### config.mk
export PLATFORM = sky130hd
export DESIGN_NAME = aes_block_tx
export DESIGN_NICKNAME = d
export VERILOG_FILES = /design/src/rtl/aes_uart_pkg.sv /design/src/rtl/aes_block_tx.sv
export SDC_FILE = /design/constraint.sdc
export NUM_CORES = 1
export LEC_CHECK = 0
export ABC_AREA = 1
export BUFFER_PORTS_ARGS = -buffer_cell sky130_fd_sc_hd__buf_2
export CAP_MARGIN = 20
export CORE_MARGIN = 5
export CORE_UTILIZATION = 35
export DETAILED_ROUTE_END_ITERATION = 8
export SLEW_MARGIN = 20
export SYNTH_ARGS = -nofsm -noshare
export SYNTH_HDL_FRONTEND = slang
export SYNTH_SLANG_ARGS = --single-unit
### constraint.sdc
create_clock -name clk -period 3.6 [get_ports clk]
set_clock_uncertainty 0.05 [all_clocks]
set_input_delay 0.36 -clock clk [delete_from_list [all_inputs] [get_ports clk]]
set_output_delay 0.36 -clock clk [all_outputs]
set_load 0.05 [all_outputs]
### src/rtl/aes_uart_pkg.sv
// Shared definitions for the AES-to-UART block transmitter.
// Holds the transmit FSM encoding and the default block geometry.
package aes_uart_pkg;

    localparam int unsigned DEF_NUM_BYTES  = 16;
    localparam int unsigned DEF_GAP_CYCLES = 2;

    typedef enum logic [2:0] {
        ST_IDLE,
        ST_LOAD,
        ST_START,
        ST_WAIT_DONE,
        ST_GAP
    } tx_state_t;

endpackage

### src/rtl/aes_block_tx.sv
// Serialises one AES block into a byte stream for a UART transmitter.
// A one-entry hold register lets the next block queue while one is sent.
module aes_block_tx
    import aes_uart_pkg::*;
#(
    parameter int unsigned NUM_BYTES  = DEF_NUM_BYTES,
    parameter int unsigned GAP_CYCLES = DEF_GAP_CYCLES
) (
    input  logic                   clk,
    input  logic                   reset,
    input  logic                   blk_valid,
    input  logic [8*NUM_BYTES-1:0] blk_data,
    output logic                   blk_ready,
    output logic                   tx_start,
    output logic [7:0]             d_out,
    input  logic                   tx_done_flag,
    output logic                   busy,
    output logic                   blk_done
);

    localparam int unsigned W  = 8 * NUM_BYTES;
    localparam int unsigned CW = (NUM_BYTES > 1) ? $clog2(NUM_BYTES) : 1;
    localparam int unsigned GW = (GAP_CYCLES > 1) ? $clog2(GAP_CYCLES) : 1;
    localparam logic [CW-1:0] LAST_BYTE = CW'(NUM_BYTES - 1);
    localparam logic [GW-1:0] LAST_GAP  =
        GW'((GAP_CYCLES > 0) ? GAP_CYCLES - 1 : 0);

    tx_state_t     state;
    logic [W-1:0]  hold_data;
    logic [W-1:0]  shift_reg;
    logic [W-1:0]  shift_nxt;
    logic          hold_full;
    logic          hold_full_nxt;
    logic          accept;
    logic [CW-1:0] count;
    logic [GW-1:0] gap_cnt;

    assign accept    = blk_valid & blk_ready;
    assign shift_nxt = shift_reg << 8;

    // Hold occupancy: LOAD drains the entry, an accepted block refills it
    always_comb begin
        hold_full_nxt = hold_full;
        if (state == ST_LOAD) hold_full_nxt = 1'b0;
        if (accept) hold_full_nxt = 1'b1;
    end

    // Hold register and its registered ready flag
    always_ff @(posedge clk) begin
        if (!reset) begin
            hold_full <= 1'b0;
            hold_data <= '0;
            blk_ready <= 1'b0;
        end else begin
            hold_full <= hold_full_nxt;
            blk_ready <= ~hold_full_nxt;
            if (accept) hold_data <= blk_data;
        end
    end

    // Transmit FSM; outputs are set on the edge entering each state
    always_ff @(posedge clk) begin
        if (!reset) begin
            state     <= ST_IDLE;
            shift_reg <= '0;
            count     <= '0;
            gap_cnt   <= '0;
            tx_start  <= 1'b0;
            d_out     <= '0;
            busy      <= 1'b0;
            blk_done  <= 1'b0;
        end else begin
            tx_start <= 1'b0;
            blk_done <= 1'b0;
            unique case (state)
                ST_IDLE: begin
                    if (hold_full) begin
                        state <= ST_LOAD;
                        busy  <= 1'b1;
                    end
                end
                ST_LOAD: begin
                    shift_reg <= hold_data;
                    count     <= '0;
                    state     <= ST_START;
                    tx_start  <= 1'b1;
                    d_out     <= hold_data[W-1 -: 8];
                end
                ST_START: begin
                    state <= ST_WAIT_DONE;
                end
                ST_WAIT_DONE: begin
                    if (tx_done_flag) begin
                        shift_reg <= shift_nxt;
                        if (count == LAST_BYTE) begin
                            blk_done <= 1'b1;
                            if (hold_full) begin
                                state <= ST_LOAD;
                            end else begin
                                state <= ST_IDLE;
                                busy  <= 1'b0;
                            end
                        end else begin
                            count <= count + 1'b1;
                            if (GAP_CYCLES == 0) begin
                                state    <= ST_START;
                                tx_start <= 1'b1;
                                d_out    <= shift_nxt[W-1 -: 8];
                            end else begin
                                state   <= ST_GAP;
                                gap_cnt <= '0;
                            end
                        end
                    end
                end
                ST_GAP: begin
                    if (gap_cnt == LAST_GAP) begin
                        state    <= ST_START;
                        tx_start <= 1'b1;
                        d_out    <= shift_reg[W-1 -: 8];
                        gap_cnt  <= '0;
                    end else begin
                        gap_cnt <= gap_cnt + 1'b1;
                    end
                end
                default: begin
                    state <= ST_IDLE;
                    busy  <= 1'b0;
                end
            endcase
        end
    end

endmodule

==> results.cfg <==
[outcome]
status = complete, no violations

[routing]
top_layer = met4
wl_met3_microns = 1004
via_per_inst = 4.861
first_pass_iters = 5
drc = 0
wl_microns = 26920
wl_per_cell_microns = 14.12
ant_nets = 0
dr_wl_met2_microns = 13030
wl_met1_microns = 12340
vias = 9269
drt-initial-drc-count = 635

[critical_path]
r2r_start = state[0]
cp_cell_sequence = inv_1 -> nor2_1 -> nand2_1 -> nand2_8 -> buf_12 -> nand3_1 -> o211a_1
startpoint_type = register
critPathCaptureType = register
crit_slowest_cell = nand2_8
crit_fanout = 141
crit_type = register to register
critPathRequiredTime_ns = 3.97
slowest_delay_ns = 0.65
cp.arrival_ns = 2.73
startpoint = state[0]

[global_routing]
overflow = 0
grt_util_all_layers_pct = 14.64
grt_pass1_vias = 8926
antenna_found_initial = 0
grt_pass1_wl_microns = 44120
grt_max_degree = 189

[final_layout]
drive_above_1_share_pct = 13.82
fin_cells = 1907
areaGrowthSynthToFinish_pct = 16.23
nFillCells = 3260
nets = 1616
num_antenna_cells = 0
fin_util_pct = 41.02
final_cell_mix = nand2_1 (303), nor2_1 (289), dfxtp_1 (277)
multiInputGateArea_sq_um = 4935
layout_commonest_cell = nand2_1
regArea_sq_um = 5545

[clock_network]
numCtsBuffers = 29
clock-sinks = 277
cts_buffer_depth = 3
cts.clk_slew.worst_paths_ns = 0.06
postCtsSetupRepairBufs = 0
cts_tree = done
htreeDepth = 1
clk_latency_ns = 0.54
ctsResizeCount = 0
root_buffer = clkbuf_16

[placement]
place.gp.congestion = 0.7775
dp_hpwl_microns = 17300
io_buffers = 143
placedCellCount = 1852
pre_cts_ws_ns = 1.229

[worst_hold_path]
min_path_type = input pin to register
min_from = blk_data[25]

[die]
fp-row-count = 65
fp.dieH_microns = 187.9
fp.dieW_microns = 187.9
start_util_pct = 35.29
io_pins = 144
core_sq_um = 31390
die-area_sq_um = 35310

[timing]
slew_violations = 0
rsz0062_at_grt = false
finalCritPeriodShare_pct = 65.49
finalWorstSetupSlack_ns = 1.243
final_hold_viol_count = 0
setup_tns_ns = 0
tightest_slew_ns = 0.9970
finalWorstPathRequiredPeriod_ns = 2.357
max_freq_mhz = 424.2
finalSetupViolCount = 0
slew_headroom_pct = 33.53

[yosys]
synth_top_area_cell = dfxtp_1
synth_top_area_share_pct = 50.06
ys_types = 23
synth_edf_count = 0
ys_ff_latch = 277
ys.flop_type = dfxtp_1
yosysWarnings = 0
syn-instance-count = 1409
avgSynthCellArea_sq_um = 7.862
syn-num-nets = 1542
synth_area_leaders = dfxtp_1 (50%), o211a_1 (11%), nand2_1 (10%)
ys_seq_area_share_pct = 50.06
async_reset_ff_share_pct = 0
netlist_area_sq_um = 11080

[job]
drv_cap = 0

[power_and_ir_drop]
ir_drop_mv = 0.2963
leakagePower_nw = 5.865
total_power_mw = 7.377
power_per_cell_area_nw_per_um2 = 572.9
cell usage after synthesis, types with 2 or more instances:
library cell	count
buf_2	30
inv_1	12
o211a_1	118
buf_1	2
buf_6	14
o21ai_0	141
nand3_1	125
buf_4	2
nand2_1	304
clkbuf_1	64
nand2_2	2
nor2_1	289
dfxtp_1	277
nor3_1	2
inv_2	2
a21oi_1	18
metal layers:
layer / vias to the layer above / global-route usage (%)
li1: 4829 / -
met4: 0 / 3.670
met1: 4247 / 19.06
met2: 153 / 25.54
met5: - / 0
met3: 40 / 2.234
power breakdown:
part | internal, mW | switching (mW)
registers | 3.34 | 0.154
logic | 0.332 | 0.485
clock network | 1.87 | 1.19
total | 5.55 | 1.83
timing repair:
item,CTS,global route
endpoints found under the hold margin,2,0
endpoints found under the setup margin,0,0
hold buffers,2,0
worst paths after layout:
| kind | endpoint | slack, ns | cells after the start |
|---|---|---|---|
| max | shift_reg[79] | 1.24 | 7 |
| min | hold_data[25] | 0.03 | 3 |
| max reg2reg | shift_reg[79] | 1.24 | 7 |
| min reg2reg | shift_reg[119] | 0.41 | 2 |
final cells by class:
| cell class | instances | share of cell area (%) |
|---|---|---|
| clock inverters | 13 | 1.360 |
| inverters | 15 | 0.4567 |
| well taps | 402 | 3.906 |
| flip-flops and latches | 277 | 43.07 |
| clock buffers | 40 | 6.345 |
| multi-input cells | 1005 | 38.32 |
| repair buffers | 155 | 6.540 |
stage by stage:
stage	area (sq um)	hold slack, ns
floorplan	11080	0.3746
global placement	11860	0.3894
detailed placement	11860	0.3997
CTS	12880	0.002862
global route	12880	0.008574
finish	12880	0.02922
cell families (layout without fill, tap and decap cells):
logic type	Yosys count	count (layout)	synth area share (%)
simple gates	724	724	26.14
compound gates	279	279	17.96
flops	277	277	50.06
buf+inv	127	223	5.658
fa+ha+maj	1	1	0.1129
xor+xnor	1	1	0.07907
critical path: cells and delay by family (launching register included):
| family | cells | cell delay (ns) |
|---|---|---|
| buffers and inverters | 2 | 0.41 |
| AND/OR/NAND/NOR | 4 | 1.08 |
| AO/OA/AOI/OAI | 1 | 0.13 |
| flip-flops | 1 | 0.43 |
Power figures use the tool's default switching activity.
